==> src/rtl/axis_stall_pkg.sv <==
// Shared types for the AXI-Stream stall detector.
// Holds the per-channel state encoding, the kind codes and the cycle classifier.
package axis_stall_pkg;

   typedef enum logic [1:0] {
      IDLE       = 2'd0,
      CNT_STARVE = 2'd1,
      CNT_BP     = 2'd2,
      BLOCKED    = 2'd3
   } stall_state_e;

   typedef enum logic [1:0] {
      CLS_NONE   = 2'd0,
      CLS_XFER   = 2'd1,
      CLS_STARVE = 2'd2,
      CLS_BP     = 2'd3
   } cycle_class_e;

   localparam logic [1:0] KIND_NONE   = 2'b00;
   localparam logic [1:0] KIND_STARVE = 2'b01;
   localparam logic [1:0] KIND_BP     = 2'b10;

   // Starvation only counts while the monitored instance claims to be busy.
   function automatic cycle_class_e classify(input logic valid, input logic ready,
                                             input logic instIdle);
      cycle_class_e cls;
      cls = CLS_NONE;
      if (valid && ready) begin
         cls = CLS_XFER;
      end else if (ready && !valid && !instIdle) begin
         cls = CLS_STARVE;
      end else if (valid && !ready) begin
         cls = CLS_BP;
      end
      return cls;
   endfunction

endpackage

==> src/rtl/axis_stall_chan.sv <==
// One monitored stream: classifies each cycle, counts consecutive stalls of
// one kind and reports a registered block flag plus the kind of stall.
module axis_stall_chan
   import axis_stall_pkg::*;
#(
   parameter int STALL_THRESH = 1024,
   parameter int CNT_W        = 16
) (
   input  logic       clock,
   input  logic       reset,
   input  logic       enable_i,
   input  logic       clear_i,
   input  logic       tvalid_i,
   input  logic       tready_i,
   input  logic       inst_idle_i,
   output logic       block_next_o,
   output logic       block_o,
   output logic [1:0] kind_o
);

   localparam logic [CNT_W-1:0] THRESH_C = CNT_W'(STALL_THRESH);
   localparam logic [CNT_W-1:0] ONE_C    = CNT_W'(1);

   stall_state_e     state_q, state_d;
   logic [CNT_W-1:0] cnt_q, cnt_d;
   logic [CNT_W-1:0] cntInc;
   logic [1:0]       kind_q, kind_d;
   logic             block_q;
   logic [1:0]       kindOut_q;
   cycle_class_e     cls;

   // Next-state logic; the kind register remembers which run is being counted.
   always_comb begin
      cls     = classify(tvalid_i, tready_i, inst_idle_i);
      cntInc  = cnt_q + ONE_C;
      state_d = state_q;
      cnt_d   = cnt_q;
      kind_d  = kind_q;
      if (clear_i || !enable_i) begin
         state_d = IDLE;
         cnt_d   = '0;
         kind_d  = KIND_NONE;
      end else begin
         case (state_q)
            IDLE: begin
               case (cls)
                  CLS_STARVE: begin
                     state_d = CNT_STARVE;
                     cnt_d   = ONE_C;
                     kind_d  = KIND_STARVE;
                  end
                  CLS_BP: begin
                     state_d = CNT_BP;
                     cnt_d   = ONE_C;
                     kind_d  = KIND_BP;
                  end
                  default: begin
                     state_d = IDLE;
                     cnt_d   = '0;
                     kind_d  = KIND_NONE;
                  end
               endcase
            end
            CNT_STARVE: begin
               case (cls)
                  CLS_STARVE: begin
                     cnt_d = cntInc;
                     if (cntInc == THRESH_C) begin
                        state_d = BLOCKED;
                     end
                  end
                  CLS_BP: begin
                     state_d = CNT_BP;
                     cnt_d   = ONE_C;
                     kind_d  = KIND_BP;
                  end
                  default: begin
                     state_d = IDLE;
                     cnt_d   = '0;
                     kind_d  = KIND_NONE;
                  end
               endcase
            end
            CNT_BP: begin
               case (cls)
                  CLS_BP: begin
                     cnt_d = cntInc;
                     if (cntInc == THRESH_C) begin
                        state_d = BLOCKED;
                     end
                  end
                  CLS_STARVE: begin
                     state_d = CNT_STARVE;
                     cnt_d   = ONE_C;
                     kind_d  = KIND_STARVE;
                  end
                  default: begin
                     state_d = IDLE;
                     cnt_d   = '0;
                     kind_d  = KIND_NONE;
                  end
               endcase
            end
            BLOCKED: begin
               // The counter simply holds here, so a long stall never wraps.
               if (cls == CLS_STARVE && kind_q == KIND_STARVE) begin
                  state_d = BLOCKED;
               end else if (cls == CLS_BP && kind_q == KIND_BP) begin
                  state_d = BLOCKED;
               end else if (cls == CLS_STARVE) begin
                  state_d = CNT_STARVE;
                  cnt_d   = ONE_C;
                  kind_d  = KIND_STARVE;
               end else if (cls == CLS_BP) begin
                  state_d = CNT_BP;
                  cnt_d   = ONE_C;
                  kind_d  = KIND_BP;
               end else begin
                  state_d = IDLE;
                  cnt_d   = '0;
                  kind_d  = KIND_NONE;
               end
            end
            default: begin
               state_d = IDLE;
               cnt_d   = '0;
               kind_d  = KIND_NONE;
            end
         endcase
      end
   end

   // State, counter and outputs all register together so block and kind align.
   always_ff @(posedge clock) begin
      if (reset) begin
         state_q   <= IDLE;
         cnt_q     <= '0;
         kind_q    <= KIND_NONE;
         block_q   <= 1'b0;
         kindOut_q <= KIND_NONE;
      end else begin
         state_q   <= state_d;
         cnt_q     <= cnt_d;
         kind_q    <= kind_d;
         block_q   <= (state_d == BLOCKED);
         kindOut_q <= (state_d == BLOCKED) ? kind_d : KIND_NONE;
      end
   end

   assign block_next_o = (state_d == BLOCKED);
   assign block_o      = block_q;
   assign kind_o       = kindOut_q;

endmodule

==> src/rtl/axis_stall_detector.sv <==
// Per-channel AXI-Stream stall detector: one axis_stall_chan per stream plus
// the aggregated any-block flag and a sticky flag for logging.
module axis_stall_detector
   import axis_stall_pkg::*;
#(
   parameter int NUM_CH       = 2,
   parameter int STALL_THRESH = 1024,
   parameter int CNT_W        = 16
) (
   input  logic                clock,
   input  logic                reset,
   input  logic                enable,
   input  logic                clear,
   input  logic [NUM_CH-1:0]   tvalid,
   input  logic [NUM_CH-1:0]   tready,
   input  logic                inst_idle,
   output logic [NUM_CH-1:0]   axis_block_sigs,
   output logic [2*NUM_CH-1:0] block_kind,
   output logic                any_block,
   output logic                blocked_sticky
);

   logic [NUM_CH-1:0] blockNext;
   logic              anyBlock_d;
   logic              anyBlock_q;
   logic              sticky_q;

   for (genvar i = 0; i < NUM_CH; i++) begin : g_chan
      axis_stall_chan #(
         .STALL_THRESH(STALL_THRESH),
         .CNT_W       (CNT_W)
      ) u_chan (
         .clock       (clock),
         .reset       (reset),
         .enable_i    (enable),
         .clear_i     (clear),
         .tvalid_i    (tvalid[i]),
         .tready_i    (tready[i]),
         .inst_idle_i (inst_idle),
         .block_next_o(blockNext[i]),
         .block_o     (axis_block_sigs[i]),
         .kind_o      (block_kind[2*i +: 2])
      );
   end

   assign anyBlock_d = |blockNext;

   // Built from the channels' next state so it rises with the per-channel bits.
   always_ff @(posedge clock) begin
      if (reset || clear) begin
         anyBlock_q <= 1'b0;
         sticky_q   <= 1'b0;
      end else begin
         anyBlock_q <= anyBlock_d;
         sticky_q   <= sticky_q | anyBlock_d;
      end
   end

   assign any_block      = anyBlock_q;
   assign blocked_sticky = sticky_q;

endmodule
==> config.mk <==
export PLATFORM = sky130hd
export DESIGN_NAME = axis_stall_detector
export DESIGN_NICKNAME = d
export VERILOG_FILES = /design/src/rtl/axis_stall_pkg.sv /design/src/rtl/axis_stall_chan.sv /design/src/rtl/axis_stall_detector.sv
export SDC_FILE = /design/constraint.sdc
export NUM_CORES = 1
export LEC_CHECK = 0
export BUFFER_PORTS_ARGS = -buffer_cell sky130_fd_sc_hd__buf_2
export CAP_MARGIN = 20
export CORE_UTILIZATION = 38
export CTS_CLUSTER_DIAMETER = 60
export DETAILED_ROUTE_END_ITERATION = 6
export SYNTH_ARGS = -nofsm -noshare
export SYNTH_HDL_FRONTEND = slang
export SYNTH_SLANG_ARGS = --single-unit
==> constraint.sdc <==
create_clock -name clock -period 4.14 [get_ports clock]
set_input_delay 0.414 -clock clock [delete_from_list [all_inputs] [get_ports clock]]
set_output_delay 0.414 -clock clock [all_outputs]
set_load 0.03 [all_outputs]
==> flow_summary.ini, run 1 <==
[global_routing]
grt_max_degree = 20
grt_pass1_wl_mm = 11.3
grt_use_total_pct = 18.1
antenna_found_initial = 0
grt_overflow = 0
grt_pass1_vias = 2403

[setup_path]
critical-path-slowest-cell = dfxtp_1
critPathCaptureType = flop
startpoint_type = flop
reg2reg_to = g_chan[1].u_chan.kind_o[0]
crit_path_max_incr_delay_ns = 0.43
r2r_start = g_chan[1].u_chan.cnt_q[0]
ff2ff_path_depth = 8
worstPathCellList = ha_1 -> nand3_1 -> nor4_1 -> xnor2_1 -> o21ai_0 -> nor4_1 -> o21ai_1 -> a211oi_1
r2r_slack_ns = 1.51
cpMostUsedCell = nor4_1
path_delay_family = simple AND/OR/NAND/NOR gates
criticalPathCategory = reg2reg
cp_max_fo = 8
cp.arrival_ns = 2.84
cp.required_ns = 4.35
crit_buf_inv = 0

[sta]
worst_pin_slew_ns = 0.871
rsz0062_at_grt = false
hold_violations = 0
fmax_mhz = 380
setup_viol = 0
clock_skew_ns = 0.00530
fin_tns_setup_ns = 0
report.final.slew_viol_count = 0
layout_min_cycle_time_ns = 2.63
max_slew_margin_pct = 41.9
fin_crit_sh_pct = 63.6
setup_ws_ns = 1.51

[power]
worst_ir_drop_vdd_uv = 109
design_power_total_uw = 842
p_leak_uw = 0.000951
pwr_density_cell_nw_per_um2 = 271

[synth]
yosysMostFrequentCell = nor2_1
synth-edff-count = 0
yosys-top-cells-area = dfxtp_1 34%, a21oi_1 6.5%, nor2_1 6.4%, o21ai_0 5.8%, nand2_1 3.9%
yosysUniqueCellTypes = 57
avgSynthCellArea_um2 = 7.45
synth_seq_cells = 48
postSynthCellCount = 385
synth_fp_nets = 397
synthArstFlopShare_pct = 0
synth_top_area_cell = dfxtp_1
ys_warn_count = 0
ys_dominant_reg_cell = dfxtp_1
netlist_area_um2 = 2870
synth.top_cell.area_share_pct = 33.5
synthTopCellsByCount = 49 x nor2_1, 48 x dfxtp_1, 37 x a21oi_1, 33 x o21ai_0, 30 x nand2_1
ys_seq_area_share_pct = 33.5

[placed_design]
place_inst = 478
hpwl_mm = 4.69
place_area_um2 = 2990
pre_cts_slack_ns = 1.52
port-buffer-count = 16
routabilityCongestion = 0.855

[cts]
insertion_delay_ns = 0.30
cts_resized = 0
cts_tree = built
h-tree-depth = 2
clock_sinks = 48
cts_max_path_buffers = 2
clockRootBuffer = clkbuf_8
cts_buffers = 5
postCtsSetupRepairBufs = 0
postCtsHoldBufs = 0
path_clk_slew_ns = 0.09

[floorplan]
start_util_pct = 39.3
die_w_um = 88.9
rows = 31
die_area_um2 = 7900
io_pins = 17
die-height_um = 88.9
core_um2 = 7290

[hold_path]
worstHoldPathType = in2reg
hold_path_depth = 2
hold-path-endpoint = g_chan[0].u_chan.state_q[0]
hp-start = reset

[finish]
fin_nets = 398
drive_above_1_share_pct = 11.1
area_growth_pct = 8.20
stdcell_count = 486
diodes = 0
fin_area_um2 = 3100

[route]
first_pass_iters = 4
vias = 2752
ant_nets = 0
post_drt_wl_per_cell_um = 13.7
drc_errors = 0
wirelength_mm = 6.68
drt_iter0_markers = 142
avgViaCountPerCell = 5.66

[run]
max-cap-violations = 0

[run_status]
status = finished clean
==> logic make-up (layout without fill, tap and decap cells) <==
family,count (synthesis),count (layout),share of synthesized area (%)
adder cells (fa/ha/maj),3,3,1.31
AO/OA/AOI/OAI,120,120,25.2
XOR/XNOR,8,8,2.44
AND/OR/NAND/NOR,170,170,31.9
buffers and inverters,34,36,5.02
flip-flops,48,48,33.5
multiplexers,2,2,0.698
==> per-stage QoR <==
step	hold WS (ns)	util, %
global route	0.313	42.6
global placement	0.450	41.0
CTS	0.296	42.6
detailed placement	0.452	41.0
finish	0.313	42.6
floorplan	0.458	-
==> flip-flops by register name (all words and copies together) (netlist names) <==
register,flops
g_chan.u_chan.kind_o,4
g_chan.u_chan.kind_q,4
g_chan.u_chan.state_q,4
blocked_sticky,1
g_chan.u_chan.cnt_q,32
any_block,1
g_chan.u_chan.block_o,2
==> how the worst max path moves through the flow <==
stage | from | end | slack [ns] | cells after the start
3_5_place_dp | g_chan[1].u_chan.cnt_q[0] | g_chan[1].u_chan.kind_o[0] | 1.52 | 8
5_1_grt | g_chan[1].u_chan.cnt_q[0] | g_chan[1].u_chan.state_q[0] | 1.27 | 8
3_3_place_gp | g_chan[1].u_chan.cnt_q[0] | g_chan[1].u_chan.kind_o[0] | 1.56 | 8
4_1_cts | g_chan[1].u_chan.cnt_q[0] | g_chan[1].u_chan.kind_o[0] | 1.49 | 8
6_report | g_chan[1].u_chan.cnt_q[0] | g_chan[1].u_chan.kind_o[0] | 1.51 | 8
2_1_floorplan | g_chan[1].u_chan.cnt_q[0] | g_chan[1].u_chan.kind_o[0] | 1.91 | 9
==> layout make-up <==
type	count	area, um2
clock buffers	5	68.8
clock inverters	3	42.5
fillers	799	4190
inverters	7	26.3
multi-input cells	303	1760
flip-flops and latches	48	961
well taps	99	124
repair buffers	21	118
==> cell usage in the layout, fill, tap and decap left out, types with 3 or more instances in the layout <==
master,count
nor4_1,6
a311oi_1,7
nand3_1,18
nand2_1,30
a31oi_1,14
a21oi_1,37
a211oi_1,5
o21ai_0,33
and3_1,6
inv_1,7
nand3b_1,5
o31ai_1,3
buf_4,5
clkbuf_8,5
xnor2_1,7
ha_1,3
buf_2,16
nor3_1,10
o21a_1,4
nor2_1,49
or3_1,5
dfxtp_1,48
nand4_1,8
nand2b_1,5
nor2b_1,6
a22oi_1,3
==> per-layer routing <==
metal / up-vias / track usage [%] / part of all wire, %
met5: - / 0 / 0
met4: 0 / 4.11 / 0.51
met3: 4 / 3.45 / 2.6
met2: 32 / 29.3 / 47
met1: 1299 / 24.8 / 50
li1: 1417 / - / -
==> power breakdown <==
group | switching (uW) | internal (uW)
sequential | 2.64 | 463
clock | 162 | 179
combinational | 22.7 | 12.8
total | 187 | 655
==> worst register-to-register path, delay by kind of cell (launching register included) <==
kind            cells  cell delay, ns
compound gates      3            0.55
flops               1            0.43
fa+ha+maj           1            0.31
xor+xnor            1            0.18
simple gates        3            1.07
(Power assumes the default switching activity.)
==> run 2, diff against run 1 <==
clock period = 2.38 ns   (was 4.14 ns; I/O delays follow)
==> run 2 against run 1 <==
- clock skew down 0.00052 ns
- cell count up 3.1%
- core utilization rose by 2.3 points
- die area did not move
==> flow_summary.ini, run 2 (synthesized netlist as in run 1, its figures left out) <==
[run_status]
status = finished clean

[finish]
fin_area_um2 = 3270
stdcell_count = 501
fill_cells = 778
drive_above_1_share_pct = 16.4
layout_common_cells = 47 x nor2_1, 47 x dfxtp_1, 37 x a21oi_1
seq_area_um2 = 962
fin_nets = 413
multi_input_area_um2 = 1800
diodes = 0
largest_register = g_chan.u_chan.cnt_q
largest_reg_flops = 32
area_growth_pct = 14.0

[sta]
clock_skew_ns = 0.00477
hold_violations = 0
worst_pin_slew_ns = 0.528
setup_viol = 0
fmax_mhz = 457
layout_min_cycle_time_ns = 2.19
max_slew_margin_pct = 64.8
fin_crit_sh_pct = 91.9
report.final.slew_viol_count = 0

[placed_design]
place_inst = 492
routabilityCongestion = 0.848
port-buffer-count = 16
place_area_um2 = 3110
hpwl_mm = 4.82

[floorplan]
core_um2 = 7290
io_pins = 17
start_util_pct = 39.3
die-height_um = 88.9
rows = 31
die_w_um = 88.9
die_area_um2 = 7900

[power]
worst_ir_drop_vdd_uv = 282
p_leak_uw = 0.00105
p_seq_share_pct = 54.6
power.internal_uw = 1140
share_comb_of_total_power_pct = 4.5
p_sw_uw = 340
sw_frac_of_total_pct = 22.9
clock_power_share_pct = 40.9
pwr_density_cell_nw_per_um2 = 453

[cts]
path_clk_slew_ns = 0.09
cts_tree = built
clock_sinks = 48
clockRootBuffer = clkbuf_8
cts_max_path_buffers = 2
insertion_delay_ns = 0.30
postCtsHoldBufs = 0
cts_buffers = 5
h-tree-depth = 2

[setup_path]
reg2reg_to = g_chan[1].u_chan.kind_o[0]
cp.arrival_ns = 2.41
cp_max_fo = 10
startpoint_type = flop
r2r_start = g_chan[1].u_chan.cnt_q[3]
cp.required_ns = 2.61
r2r_slack_ns = 0.19
ff2ff_path_depth = 7
critPathCaptureType = flop
criticalPathCategory = reg2reg
crit_start = g_chan[1].u_chan.cnt_q[3]

[route]
vias = 2848
ant_nets = 0
avgViaCountPerCell = 5.68
post_drt_wl_per_cell_um = 13.8
drc_errors = 0
drt_iter0_markers = 152
wirelength_mm = 6.90
first_pass_iters = 4

[global_routing]
grt_pass1_vias = 2437
antenna_found_initial = 0
grt_overflow = 0
grt_max_degree = 30
grt_pass1_wl_mm = 11.3
grt_use_total_pct = 18.2

[hold_path]
worstHoldPathType = in2reg
hp-start = reset
hold-path-endpoint = g_chan[0].u_chan.state_q[0]
hold_path_depth = 2

[run]
max-cap-violations = 0
-- run 2: through the flow --
stage,power (uW),worst slack (ns),setup TNS [ns],hold slack [ns],utilization [%]
finish,1480,0.193,0,0.143,44.8
floorplan,867,0.148,0,0.310,-
detailed placement,894,0.103,0,0.461,42.6
global placement,893,0.166,0,0.449,42.6
global route,1530,-0.00634,-0.00933,0.150,44.8
CTS,1500,0.0856,0,0.129,44.2
-- run 2: timing repair --
item / CTS / global route
setup endpoints to repair: 0 / 8
setup buffers: 0 / 1
gates resized for setup: 0 / 10
-- run 2: worst max-delay path by stage --
stage,to,slack (ns),cells past startpoint
6_report,g_chan[1].u_chan.kind_o[0],0.19,7
5_1_grt,g_chan[1].u_chan.kind_o[0],-0.006,7
3_5_place_dp,blocked_sticky,0.10,8
3_3_place_gp,blocked_sticky,0.17,8
2_1_floorplan,g_chan[1].u_chan.kind_o[0],0.15,9
4_1_cts,blocked_sticky,0.09,8
-- run 2: metal layers --
metal / GRT usage, % / part of all wire, %
met2: 30.5 / 48
met4: 5.57 / 1.1
met3: 3.08 / 2.6
met5: 0 / 0
met1: 23.9 / 48
-- run 2: layout make-up --
cell class	instances	area share, %
tap	99	3.79
clock buffer	5	2.10
timing repair buffer	36	7.42
sequential	48	29.4
inverter	7	0.804
clock inverter	3	1.30
multi-input combinational	303	55.1
-- run 2: worst max-delay path, cell delays in order, from the launching register on --
cell and delay, ns:
dfxtp_1 0.50, nand4_1 0.22, nor3_2 0.33, and3_1 0.24
o211ai_1 0.11, nor4_2 0.30, o21ai_1 0.17, a211oi_1 0.23
-- run 2: power by group through the flow --
stage	combinational [uW]	clock [uW]	sequential [uW]
2_1_floorplan	40.7	0	826
3_3_place_gp	65.0	0	828
3_5_place_dp	65.7	0	828
4_1_cts	66.0	622	809
5_1_grt	73.2	648	810
6_report	66.3	606	809
==> run 3, diff against run 2 <==
RECOVER_POWER = 25   (was not set)
clock period = 2.1 ns   (was 2.38 ns; I/O delays follow)
==> run 3 against run 2 <==
- via count grew 6.5%
- worst setup slack lost 0.18 ns
- first-iteration DRC count shrank 37%
- critical path type unchanged
- global-route usage grew 1.3 points
- hold slack lost 0.040 ns
- flip-flop and latch count is the same
- die area is the same
- largest cell class unchanged
- clock skew grew 0.013 ns
- maximum frequency grew 5.0%
- cell area grew 14%
- wire length grew 13%
==> flow_summary.ini, run 3 (synthesized netlist as in run 1, its figures left out) <==
[run_status]
status = finished clean

[global_routing]
grt_overflow = 0
grt_pass1_wl_mm = 12.2
antenna_found_initial = 0
grt_pass1_vias = 2660
grt_use_total_pct = 19.6
grt_max_degree = 26

[sta]
layout_min_cycle_time_ns = 2.08
worst_pin_slew_ns = 0.681
max_slew_margin_pct = 54.5
fmax_mhz = 480
hold_ws_ns = 0.104
hold_violations = 0
report.final.slew_viol_count = 0
fin_crit_sh_pct = 99.1
clock_skew_ns = 0.0175
setup_viol = 0
rsz0062_at_grt = true

[finish]
area_growth_pct = 29.6
diodes = 0
stdcell_count = 546
fill_cells = 729
largest_register = g_chan.u_chan.cnt_q
fin_nets = 458
layout_common_cells = 63 x buf_4, 43 x nor2_1, 38 x dfxtp_1
drive_above_1_share_pct = 29.5
layout_commonest_cell = buf_4
largest_reg_flops = 32

[setup_path]
cp.arrival_ns = 2.33
path_delay_family = simple AND/OR/NAND/NOR gates
critical-path-slowest-cell = dfxtp_4
crit_path_max_incr_delay_ns = 0.37
critPathCaptureType = flop
startpoint_type = flop
crit_buf_inv = 4
worstPathCellList = buf_4 -> nand4_4 -> buf_4 -> nor4_2 -> xnor2_1 -> nand2_1 -> nor4_4 -> buf_6 -> a21boi_4 -> buf_6 -> nor2_2
cp.required_ns = 2.35
criticalPathCategory = reg2reg
cp_max_fo = 5

[cts]
insertion_delay_ns = 0.32
cts_tree = built
postCtsHoldBufs = 0
cts_buffers = 5
path_clk_slew_ns = 0.10
cts_max_path_buffers = 2
clockRootBuffer = clkbuf_8
clock_sinks = 48
h-tree-depth = 2

[route]
drc_errors = 0
ant_nets = 0
drt_iter0_markers = 96
post_drt_wl_per_cell_um = 14.3
avgViaCountPerCell = 5.55
vias = 3032
first_pass_iters = 4
wirelength_mm = 7.78

[placed_design]
place_inst = 531
hpwl_mm = 5.33
port-buffer-count = 16
routabilityCongestion = 0.879

[floorplan]
rows = 31
die_area_um2 = 7900
core_um2 = 7290
start_util_pct = 39.3
die_w_um = 88.9
io_pins = 17
die-height_um = 88.9

[hold_path]
worstHoldPathType = in2reg

[power]
p_leak_uw = 0.00125
worst_ir_drop_vdd_uv = 336
pwr_density_cell_nw_per_um2 = 429

[run]
max-cap-violations = 0
==> run 3: changes by cell type in the layout (fill, tap and decap cells not counted), moves of 3 or more <==
cell,before,now
nor2_2,2,5
clkbuf_1,0,8
buf_4,19,63
nor2_1,47,43
buf_2,16,8
dfxtp_2,1,9
dfxtp_1,47,38
==> run 3: stage by stage <==
stage	setup TNS [ns]	util, %	power [uW]	worst slack, ns	instance area, um2
after floorplan	0	-	982	0.0978	2880
after global routing	-0.915	51.0	1660	-0.158	3720
final	0	51.0	1600	0.0182	3720
after detailed placement	-0.0340	46.6	1010	-0.0281	3400
after CTS	-0.0389	48.1	1610	-0.0145	3510
after global placement	0	46.6	1010	0.0142	3400
==> run 3: worst reg2reg max path, delay by kind of cell, from the launching register on <==
kind                      cells  cell delay (ns)
DFF                           1             0.37
xor gates and xnor gates      1             0.20
buffers and inverters         4             0.60
AOI/OAI and AO/OA             1             0.06
and+or+nand+nor               5             0.79
==> run 3: layer usage <==
metal / global-route usage (%) / share of wire, % / up-vias
li1: - / - / 1541
met1: 25.3 / 47 / 1440
met2: 32.9 / 49 / 42
met3: 4.38 / 3.0 / 9
met4: 4.99 / 1.1 / 0
met5: 0 / 0 / -
==> run 3: worst paths after layout <==
kind                              from                          end  slack, ns  depth (start not counted)
max          g_chan[0].u_chan.cnt_q[4]  g_chan[0].u_chan.state_q[0]       0.02                         11
max reg2reg  g_chan[0].u_chan.cnt_q[4]  g_chan[0].u_chan.state_q[0]       0.02                         11
min reg2reg             blocked_sticky               blocked_sticky       0.48                          2
min                              reset  g_chan[0].u_chan.state_q[0]       0.10                          2
==> run 3: power breakdown <==
group	switching [uW]	internal, uW
clock network	334	267
registers	4.17	911
logic	49.6	30.9
total	387	1210
==> run 3: area by class of cell <==
type | instances | area [um2] | area share [%]
multi-input combinational | 303 | 1930 | 51.9
sequential | 48 | 976 | 26.3
timing repair buffer | 81 | 566 | 15.2
tap | 99 | 124 | 3.33
clock buffer | 6 | 82.6 | 2.22
inverter | 7 | 26.3 | 0.707
clock inverter | 2 | 15.0 | 0.404
==> run 3: timing repair <==
| item | 4_1_cts | 5_1_grt |
|---|---|---|
| setup endpoints to repair | 7 | 12 |
| endpoints found under the hold margin | 0 | 0 |
| resized for setup | 4 | 45 |
| buffers inserted | 0 | 7 |
| pin swaps | 1 | 21 |
